File: src/rtl/sseg_pkg.sv
// Shared constants and types for the seven-segment display arbiter slice.
package sseg_pkg;

  typedef logic [7:0] seg_pat_t;

  localparam seg_pat_t SSEG_BLANK = 8'hFF;
  localparam seg_pat_t AN_OFF     = 8'hFF;
  localparam seg_pat_t SEG_TOP    = 8'b10011100;
  localparam seg_pat_t SEG_BOT    = 8'b10100011;

  typedef enum logic [1:0] {
    IDLE = 2'd0,
    OWN0 = 2'd1,
    OWN1 = 2'd2
  } arb_state_t;

endpackage

File: src/rtl/sseg_scan.sv
// Digit-scan timebase: each digit is lit for SCAN_DIV cycles, frame_wrap marks 7->0.
import sseg_pkg::*;

module sseg_scan #(
  parameter int unsigned SCAN_DIV = 100000,
  parameter int unsigned DIGITS   = 8
) (
  input  logic       clk,
  input  logic       rst,
  output logic [2:0] digit,
  output logic       frame_wrap
);

  localparam int unsigned DIV_W = (SCAN_DIV > 1) ? $clog2(SCAN_DIV) : 1;

  logic [DIV_W-1:0] div;
  logic             div_wrap;

  assign div_wrap   = (div == DIV_W'(SCAN_DIV - 1));
  assign frame_wrap = div_wrap && (digit == 3'(DIGITS - 1));

  always_ff @(posedge clk or negedge rst) begin
    if (!rst) begin
      div   <= '0;
      digit <= '0;
    end else if (div_wrap) begin
      div   <= '0;
      digit <= frame_wrap ? '0 : digit + 3'd1;
    end else begin
      div <= div + 1'b1;
    end
  end

endmodule

File: src/rtl/sseg_display_arbiter.sv
// Round-robin owner arbitration, shared frame buffer and registered scan outputs.
// Optional forced release after MAX_HOLD_FRAMES frames: define ARB_TIMEOUT_EN.
import sseg_pkg::*;

module sseg_display_arbiter #(
  parameter int unsigned SCAN_DIV        = 100000,
  parameter int unsigned DIGITS          = 8,
  parameter int unsigned MAX_HOLD_FRAMES = 16
) (
  input  logic            clk,
  input  logic            rst,
  input  logic [1:0]      req,
  output logic [1:0]      gnt,
  input  logic [1:0]      wr_en,
  input  logic [1:0][2:0] wr_addr,
  input  logic [1:0][7:0] wr_data,
  output logic            wr_err,
  output logic [7:0]      an,
  output logic [7:0]      sseg
);

  if (SCAN_DIV < 2 || DIGITS != 8 || MAX_HOLD_FRAMES < 1) begin : g_bad_params
    $error("sseg_display_arbiter: SCAN_DIV >= 2, DIGITS == 8, MAX_HOLD_FRAMES >= 1 required");
  end

  arb_state_t state, state_n;
  logic       last_owner;
  logic       enter_own;
  logic       force_rel;
  logic [2:0] digit;
  logic       frame_wrap;
  seg_pat_t   fb [DIGITS];

  sseg_scan #(
    .SCAN_DIV (SCAN_DIV),
    .DIGITS   (DIGITS)
  ) u_scan (
    .clk        (clk),
    .rst        (rst),
    .digit      (digit),
    .frame_wrap (frame_wrap)
  );

`ifdef ARB_TIMEOUT_EN
  localparam int unsigned HOLD_W = $clog2(MAX_HOLD_FRAMES + 1);

  logic [HOLD_W-1:0] hold_cnt;
  logic              hold_expired;

  // Held at zero while idle, so it starts fresh on every grant; saturates at the limit.
  always_ff @(posedge clk or negedge rst) begin
    if (!rst) begin
      hold_cnt <= '0;
    end else if (state == IDLE) begin
      hold_cnt <= '0;
    end else if (frame_wrap && !hold_expired) begin
      hold_cnt <= hold_cnt + 1'b1;
    end
  end

  assign hold_expired = (hold_cnt == HOLD_W'(MAX_HOLD_FRAMES));
  assign force_rel    = hold_expired &&
                        (((state == OWN0) && req[1]) || ((state == OWN1) && req[0]));
`else
  logic wrap_unused;
  assign wrap_unused = frame_wrap;
  assign force_rel   = 1'b0;
`endif

  always_ff @(posedge clk or negedge rst) begin
    if (!rst) begin
      state      <= IDLE;
      last_owner <= 1'b1;
    end else begin
      state <= state_n;
      if (state == OWN0 && state_n == IDLE) last_owner <= 1'b0;
      if (state == OWN1 && state_n == IDLE) last_owner <= 1'b1;
    end
  end

  always_comb begin
    state_n = state;
    unique case (state)
      IDLE: begin
        if (req == 2'b01)      state_n = OWN0;
        else if (req == 2'b10) state_n = OWN1;
        else if (req == 2'b11) state_n = last_owner ? OWN0 : OWN1;
      end
      OWN0:    if (!req[0] || force_rel) state_n = IDLE;
      OWN1:    if (!req[1] || force_rel) state_n = IDLE;
      default: state_n = IDLE;
    endcase
  end

  assign enter_own = (state == IDLE) && (state_n != IDLE);

  always_comb begin
    gnt = '0;
    unique case (state)
      OWN0:    gnt = 2'b01;
      OWN1:    gnt = 2'b10;
      default: gnt = '0;
    endcase
  end

  // Grant entry blanks the buffer; gnt is still low on that edge, so no write can collide.
  always_ff @(posedge clk or negedge rst) begin
    if (!rst) begin
      for (int unsigned i = 0; i < DIGITS; i++) fb[i] <= SSEG_BLANK;
    end else if (enter_own) begin
      for (int unsigned i = 0; i < DIGITS; i++) fb[i] <= SSEG_BLANK;
    end else begin
      if (gnt[0] && wr_en[0]) fb[wr_addr[0]] <= wr_data[0];
      if (gnt[1] && wr_en[1]) fb[wr_addr[1]] <= wr_data[1];
    end
  end

  always_ff @(posedge clk or negedge rst) begin
    if (!rst) begin
      wr_err <= 1'b0;
      an     <= AN_OFF;
      sseg   <= SSEG_BLANK;
    end else begin
      wr_err <= |(wr_en & ~gnt);
      if (gnt != '0) begin
        an   <= ~(8'd1 << digit);
        sseg <= fb[digit];
      end else begin
        an   <= AN_OFF;
        sseg <= SSEG_BLANK;
      end
    end
  end

endmodule

File: config.mk
export PLATFORM = sky130hd
export DESIGN_NAME = sseg_display_arbiter
export DESIGN_NICKNAME = d
export VERILOG_FILES = /design/src/rtl/sseg_pkg.sv /design/src/rtl/sseg_scan.sv /design/src/rtl/sseg_display_arbiter.sv
export SDC_FILE = /design/constraint.sdc
export NUM_CORES = 1
export LEC_CHECK = 0
export CAP_MARGIN = 25
export CORE_MARGIN = 2
export CORE_UTILIZATION = 45
export DETAILED_ROUTE_END_ITERATION = 16
export DONT_BUFFER_PORTS = 1
export HOLD_SLACK_MARGIN = 0.1
export PLACE_DENSITY = 0.69
export SYNTH_ARGS = -nofsm -noshare
export SYNTH_HDL_FRONTEND = slang
export SYNTH_HIERARCHICAL = 1
export SYNTH_SLANG_ARGS = --single-unit
export TNS_END_PERCENT = 1
File: constraint.sdc
create_clock -name clk -period 2.2 [get_ports clk]
set_input_delay 0.55 -clock clk [delete_from_list [all_inputs] [get_ports clk]]
set_output_delay 0.55 -clock clk [all_outputs]
set_load 0.1 [all_outputs]
* Yosys cells after proc, flatten, opt, wreduce, memory -nomap -nowiden
Index checks and enable logic that the tools add are counted.
** Word-level totals
- Output and inout port bits :: 19
- Input port bits :: 28
- Register bits after elaboration :: 104
- Word-level logic and storage cells :: 77
** Operators by class
- Mux-type cells :: 27
- Bitwise operators :: 6
- Reductions and logical operators :: 14
- Add/subtract/negate cells :: 2
- Eq/ne operators :: 7
- Magnitude comparators :: 5
- Shifts and indexed selects :: 1
** Operators with widths (count)
- 2-to-1 mux 64 bit :: 4
- bitwise mux 64 bit :: 2
- demux 8 bit (select 3 bit) :: 2
- 2-to-1 mux 8 bit :: 6
- binary-select mux 8 bit (select 3 bit) :: 1
- adder 17 x 1 -> 17 bit (second input constant) :: 1
- == test 17 bit (second input constant) :: 1
- 2-to-1 mux 17 bit :: 1
- >= comparator 4 bit (second input constant) :: 3
- 2-to-1 mux 2 bit :: 6
- inverter 3 -> 4 bit :: 3
- logical AND 1 bit :: 8
- less-than comparator 4 x 1 -> 1 bit (second input constant) :: 2
- inverter 8 bit :: 1
- left shift 1 x 3 -> 8 bit (first input constant) :: 1
- == test 2 bit (second input constant) :: 3
- one-hot mux 2 bit (3 select lines) :: 1
- nonzero test 2 bit :: 3
- == test 2 x 1 -> 1 bit (second input constant) :: 2
- zero test 2 bit :: 2
- one-hot mux 2 bit (2 select lines) :: 1
- adder 3 x 1 -> 3 bit (second input constant) :: 1
- == test 3 bit (second input constant) :: 1
- 2-to-1 mux 3 bit :: 1
- other kinds (4) :: 5

* Logic depth before layout (Yosys ltp)
Gate-level depths: netlist of run 1.
- Depth in word-level cells :: 11
- Gate-level depth with buffers :: 8
- Mapped depth without buffers :: 6

* Cells and area by module
The synthesis of run 1 kept the hierarchy.
** Modules (own cells, without submodules)
- sseg_display_arbiter :: sequential area each 2203.4 um^2, area an instance 4848.4 um^2, times used 1, cells each 490
- sseg_scan :: sequential area each 500.5 um^2, area an instance 1004.7 um^2, times used 1, cells each 94

* Worst setup path after synthesis of run 1
Ideal clock, no wire load.
- Path type :: register -> register
- From :: register state[0]
- To :: register fb[16] (netlist bit)
- Setup time :: 0.091 ns
- Clock period less this slack :: 2.552 ns
- Stages on the path, launching flop included :: 8
- Slack :: -0.352 ns
- Required time :: 2.109 ns
- Path buffers :: 1
- Arrival time :: 2.462 ns
- Cells stage by stage :: dfrtp_1 inv_1 ha_1 nand3_1 or2_2 buf_1 nor2_1 o21ai_1
** On the way
- Elaborated cells between the ends (all ways) :: 19
- Those cells by class :: eq/ne: 2; mux: 12; reduce/logical: 5
** RTL lines
- start, declared :: line sseg_display_arbiter.sv:26 : arb_state_t state, state_n;
- start signal, assigned :: line sseg_display_arbiter.sv:75 : state <= state_n;
- == test 2 bit or == test 2 x 1 -> 1 bit (tied branches) :: line sseg_display_arbiter.sv:99 : unique case (state)
- one-hot mux 2 bit (2 select lines) (*) :: line sseg_display_arbiter.sv:99
- named net gnt[1] :: line sseg_display_arbiter.sv:13 : output logic [1:0] gnt,
- logical AND 1 bit (*) :: line sseg_display_arbiter.sv:114 : if (gnt[1] && wr_en[1]) fb[wr_addr[1]] <= wr_data[1];
- 2-to-1 mux 64 bit (*) :: line sseg_display_arbiter.sv:114
- 2-to-1 mux 64 bit (*) :: line sseg_display_arbiter.sv:110 : end else if (enter_own) begin
- end signal, assigned by index :: line sseg_display_arbiter.sv:113 : if (gnt[0] && wr_en[0]) fb[wr_addr[0]] <= wr_data[0];
- end signal, assigned by index :: line sseg_display_arbiter.sv:114
- end, declared :: line sseg_display_arbiter.sv:32 : seg_pat_t fb [DIGITS];
Mark *: on every way through the listed nets, which the timed path passes. The rest lies on a longest branch. The select of a mux whose other input is x is not followed.
A chain may end at the register's enable or synchronous reset.

* Final worst setup path of run 1
- From :: register state[0]
- To :: register fb[51] (netlist bit)
** On the way
- Longest elaborated chain between the ends :: 8
- Elaborated cells between the ends (all ways) :: 19
- Those cells by class :: eq/ne: 2; mux: 12; reduce/logical: 5
** RTL lines (line)
- == test 2 bit or == test 2 x 1 -> 1 bit (tied branches) :: sseg_display_arbiter.sv:83, sseg_display_arbiter.sv:99
- one-hot mux 2 bit (2 select lines) :: sseg_display_arbiter.sv:99
- logical AND 1 bit :: sseg_display_arbiter.sv:113
- 2-to-1 mux 64 bit :: sseg_display_arbiter.sv:113
- 2-to-1 mux 64 bit :: sseg_display_arbiter.sv:110
- bitwise mux 64 bit :: sseg_display_arbiter.sv:114
- 2-to-1 mux 64 bit :: sseg_display_arbiter.sv:114
- 2-to-1 mux 64 bit (*) :: sseg_display_arbiter.sv:110
Mark *: on every way between the ends. The rest lies on a longest branch, timed or not. The select of a mux whose other input is x is not followed.

==> metrics.yaml, run 1 <==
grt_setup_unrepaired: "yes"
antennaDiodeCount: 0
p_int_w: 0.00384
syn_area_per_cell_sq_um: 10.0
ctsHtreeMaxLevel: 3
dieArea_sq_um: 13900
track_usage: 0.231
layout-drive-gt1-share: 0.264
core-area_sq_um: 12700
power_frac_seq: 0.449
clock-skew-final_ps: 5.30
dp.cells: 728
reg2reg_slack_ps: 140
tightest_slew_ps: 666
grt-ovfl-total: 0
drc_errors: 0
slowest_delay_ps: 590
min_path_type: "in -> async"
num_vias: 4599
grt_max_degree: 105
irDropWorstVdd_mv: 0.477
totalWireLength_microns: 15500
power_frac_comb: 0.237
first_global_vias: 4728
worstSetupPathType: "reg -> reg"
fin_nets: 603
cts_tree: "done"
vias_per_cell: 6.18
numCtsBuffers: 9
routedWlPerCell_microns: 20.9
syn-cell-area_sq_um: 5850
use_met1: 0.317
syn_nets: 619
clkPwrFrac: 0.314
postRouteAntennaNets: 0
top_usage_layer: "met2"
place_area_sq_um: 5980
grt_pass1_wl_microns: 25700
hold_ws_ps: -116
switchingPower_w: 0.00191
die_w_microns: 118
initial_core_util: 0.461
port_buffers: 0
period_share: 0.935
io_pins: 47
p_per_area_nw_per_um2: 911
met2_usage: 0.351
area_delta_synth_final_pct: 8.11
fmax_ghz: 0.486
slew_viol_final: 0
max_cap_violations: 0
dpl_worst_slack_ps: 141
layout_commonest_cell: "nor2_1"
path_cells: "inv_1, ha_2, nand3_1, nor3_2, a211oi_1, o21ai_0"
violations: "hold timing"
cp.arrival_ps: 2330
fin_crit_ps: 2060
antenna_found_initial: 0
swShare: 0.332
stdcell_count: 744
worstReg2RegStart: "state[0]$_DFF_PN0_"
relSlewSlack: 0.554
cp-end-kind: "flip-flop"
final-setup-viol-count: 0
timing.setup.tns_ps: 0
required_ps: 2480
finalHoldViolations: 23
start_kind: "flip-flop"
finalWorstSetupSlack_ps: 144
rows: 41
synth_warnings: 6
post_cts_buffers: 0
crit_fanout: 8
cts.sinks: 104
cp_slowest_cell: "nor3_2"
insertion_delay_ps: 360
leakagePower_nw: 2.55
final_cell_mix: "nor2_1, dfstp_2, and3_1, a211oi_1, o21ai_1"
rr_worst_depth: 6
netlist_instances: 583
post-dp-hpwl_microns: 10400
first_pass_iters: 5
fp.dieH_microns: 118
crit_buf_inv: 1
crit_family: "simple AND/OR/NAND/NOR gates"
stdcell_area_sq_um: 6320
drt_iter0_drc: 420
finalWeightedCongestion: 0.923
cts_buffer_depth: 2
status: "complete, but fails checks"
gr-usage-met3: 0.0707
root_buffer: "clkbuf_16"
clkTransAtPathRegs_ps: 70
r2r_end: "fb[51]$_DFF_PN1_"
metal layers:
metal	share of wire	routed length (microns)	up-vias
met4	0.017	259	0
met2	0.47	7240	237
li1	-	-	2077
met5	0	0	-
met1	0.43	6600	2262
met3	0.092	1430	23
worst reg2reg max path: stages (launching register included):
cell      delay, ps
dfrtp_1         440
inv_1           110
ha_2            230
nand3_1         270
nor3_2          590
a211oi_1        120
o21ai_0         210
final cells by class:
| cell class | count | area, sq um |
|---|---|---|
| tap | 172 | 215 |
| sequential | 104 | 2700 |
| timing repair buffer | 16 | 145 |
| clock inverter | 6 | 88.8 |
| clock buffer | 10 | 250 |
| fill | 1151 | 6350 |
| multi-input combinational | 426 | 2880 |
| inverter | 10 | 37.5 |
worst max-delay path by stage:
stage                       startpoint          endpoint  slack [ps]  cells after the start
floorplan           state[1]$_DFF_PN0_  fb[63]$_DFF_PN1_          60                      7
global placement    state[1]$_DFF_PN0_  fb[12]$_DFF_PN1_         280                      6
detailed placement  state[1]$_DFF_PN0_   fb[8]$_DFF_PN1_         140                      6
CTS                 state[1]$_DFF_PN0_   fb[8]$_DFF_PN1_         120                      6
global route        state[0]$_DFF_PN0_  fb[53]$_DFF_PN1_         -50                      6
finish              state[0]$_DFF_PN0_  fb[51]$_DFF_PN1_         140                      6
repair_timing:
action | 4_1_cts | 5_1_grt
endpoints found under the hold margin | 104 | 104
resized for setup | 0 | 2
endpoints found under the setup margin | 0 | 19
per-stage QoR:
step                      power, W  utilization
after floorplan            0.00363            -
after global placement     0.00391        0.472
after detailed placement   0.00395        0.472
after CTS                  0.00577        0.499
after global routing       0.00600        0.499
final                      0.00576        0.499
power by group through the flow:
stage                     combinational (W)  sequential, W  clock [W]
after CTS                           0.00135        0.00258    0.00184
after global routing                0.00149        0.00261    0.00191
final                               0.00136        0.00258    0.00181
after detailed placement            0.00134        0.00261          0
after floorplan                     0.00104        0.00259          0
after global placement              0.00131        0.00260          0
sequential cells by signal, indices dropped and copies added, names as in the netlist:
signal        cells
an                8
fb               64
last_owner        1
sseg              8
state             2
u_scan/digit      3
u_scan/div       17
wr_err            1
Note: power is estimated with default switching activity, not from simulation.
==> run 2: changes to the inputs <==
--- a/config.mk
+++ b/config.mk
@@ -11,7 +11,7 @@
 export DETAILED_ROUTE_END_ITERATION = 16
 export DONT_BUFFER_PORTS = 1
 export HOLD_SLACK_MARGIN = 0.1
-export PLACE_DENSITY = 0.69
+export PLACE_DENSITY_LB_ADDON = 0.2
 export SYNTH_ARGS = -nofsm -noshare
 export SYNTH_HDL_FRONTEND = slang
 export SYNTH_HIERARCHICAL = 1
==> metrics.yaml, run 2 (synthesis results as in run 1) <==
status: "complete, but fails checks"
violations: "hold timing"
num_vias: 4618
cp-endpoint: "gnt[0]"
final-setup-viol-count: 0
cp.arrival_ps: 1540
root_buffer: "clkbuf_16"
relSlewSlack: 0.530
postRouteAntennaNets: 0
slew_viol_final: 0
tightest_slew_ps: 703
rr_worst_depth: 6
clock-skew-final_ps: 7.94
largest_reg_flops: 64
cts.sinks: 104
cts_buffer_depth: 2
cts_tree: "done"
p_per_area_nw_per_um2: 890
timing.setup.tns_ps: 0
required_ps: 1650
grt-ovfl-total: 0
clkTransAtPathRegs_ps: 80
largestRegisters: "fb (64), u_scan/div (17)"
stdcell_area_sq_um: 6310
critPathLaunch: "state[1]$_DFF_PN0_"
port_buffers: 0
layout-drive-gt1-share: 0.270
finalWeightedCongestion: 0.828
finalWorstSetupSlack_ps: 105
fp.dieH_microns: 118
min_path_type: "in -> async"
area_delta_synth_final_pct: 8.00
leakagePower_nw: 2.57
io_pins: 47
post-dp-hpwl_microns: 11000
place_area_sq_um: 6010
irDropWorstVdd_mv: 0.508
r2r_end: "fb[1]$_DFF_PN1_"
cp-end-kind: "output pin"
worstSetupPathType: "reg -> out"
initial_core_util: 0.461
routedWlPerCell_microns: 21.7
grt_pass1_wl_microns: 26500
dieArea_sq_um: 13900
die_w_microns: 118
ctsHtreeMaxLevel: 3
dp.cells: 734
crit_fanout: 6
totalWireLength_microns: 16300
first_global_vias: 4757
hold_ws_ps: -117
finalHoldViolations: 23
layout_commonest_cell: "nor2_1"
fin_crit_ps: 2090
fmax_ghz: 0.477
vias_per_cell: 6.15
first_pass_iters: 4
drc_errors: 0
period_share: 0.952
rows: 41
worstReg2RegStart: "state[0]$_DFF_PN0_"
top_register: "fb"
drt_iter0_drc: 441
final_cell_mix: "nor2_1, dfstp_2, and3_1, a211oi_1, o21ai_1"
max_cap_violations: 0
numCtsBuffers: 9
grt_setup_unrepaired: "no"
grt_max_degree: 105
antenna_found_initial: 0
core-area_sq_um: 12700
stdcell_count: 751
reg2reg_slack_ps: 130
insertion_delay_ps: 370
fillers: 1177
start_kind: "flip-flop"
dpl_worst_slack_ps: 143
fin_nets: 609
track_usage: 0.245
run 2: through the flow:
stage,util,power (W)
CTS,0.498,0.00566
detailed placement,0.474,0.00399
global placement,0.474,0.00396
global route,0.498,0.00589
finish,0.498,0.00562
floorplan,-,0.00363
run 2: worst min path at each step:
stage	from	to	cells past startpoint	slack (ps)
floorplan	rst	state[0]$_DFF_PN0_	0	250
global placement	rst	u_scan/div[3]$_DFF_PN0_	0	260
detailed placement	rst	u_scan/div[3]$_DFF_PN0_	0	260
CTS	rst	u_scan/div[12]$_DFF_PN0_	0	-140
global route	rst	u_scan/div[13]$_DFF_PN0_	0	-140
finish	rst	u_scan/div[13]$_DFF_PN0_	0	-120
run 2: final cells by class:
class                   count  area [sq um]  area share
diodes                      1          2.50    0.000396
clock buffers              10           250      0.0396
repair buffers             22           178      0.0281
flip-flops and latches    104          2700       0.428
inverters                  10          37.5     0.00594
multi-input cells         426          2880       0.456
well taps                 172           215      0.0341
clock inverters             6          48.8     0.00773
run 2: repair_timing:
action,4_1_cts,5_1_grt
endpoints found under the hold margin,104,104
gates resized for setup,0,1
buffers inserted,0,0
endpoints found under the setup margin,0,2
run 2: worst max-delay path, cell delays in order, from the launching register on:
cell and delay, ps:
dfrtp_1 470, inv_1 150, ha_2 250, buf_4 310
run 2: where the power goes:
| group | switching (W) | internal [W] | leakage (nW) |
|---|---|---|---|
| clock | 0.000785 | 0.000852 | 0.149 |
| sequential | 0.000306 | 0.00228 | 1.15 |
| combinational | 0.000879 | 0.000524 | 1.27 |
| total | 0.00197 | 0.00365 | 2.57 |
run 2: per-layer routing:
metal	part of all wire	up-vias	track usage
li1	-	2096	-
met5	0	-	0
met2	0.47	206	0.386
met1	0.44	2292	0.328
met4	0.018	0	0.0828
met3	0.076	24	0.0649
==> run 3: changes to the inputs <==
--- a/config.mk
+++ b/config.mk
@@ -16,4 +16,3 @@
 export SYNTH_HDL_FRONTEND = slang
 export SYNTH_HIERARCHICAL = 1
 export SYNTH_SLANG_ARGS = --single-unit
-export TNS_END_PERCENT = 1
==> results of run 3 <==
The final DEF is identical to that of run 2; final timing and power are the same.
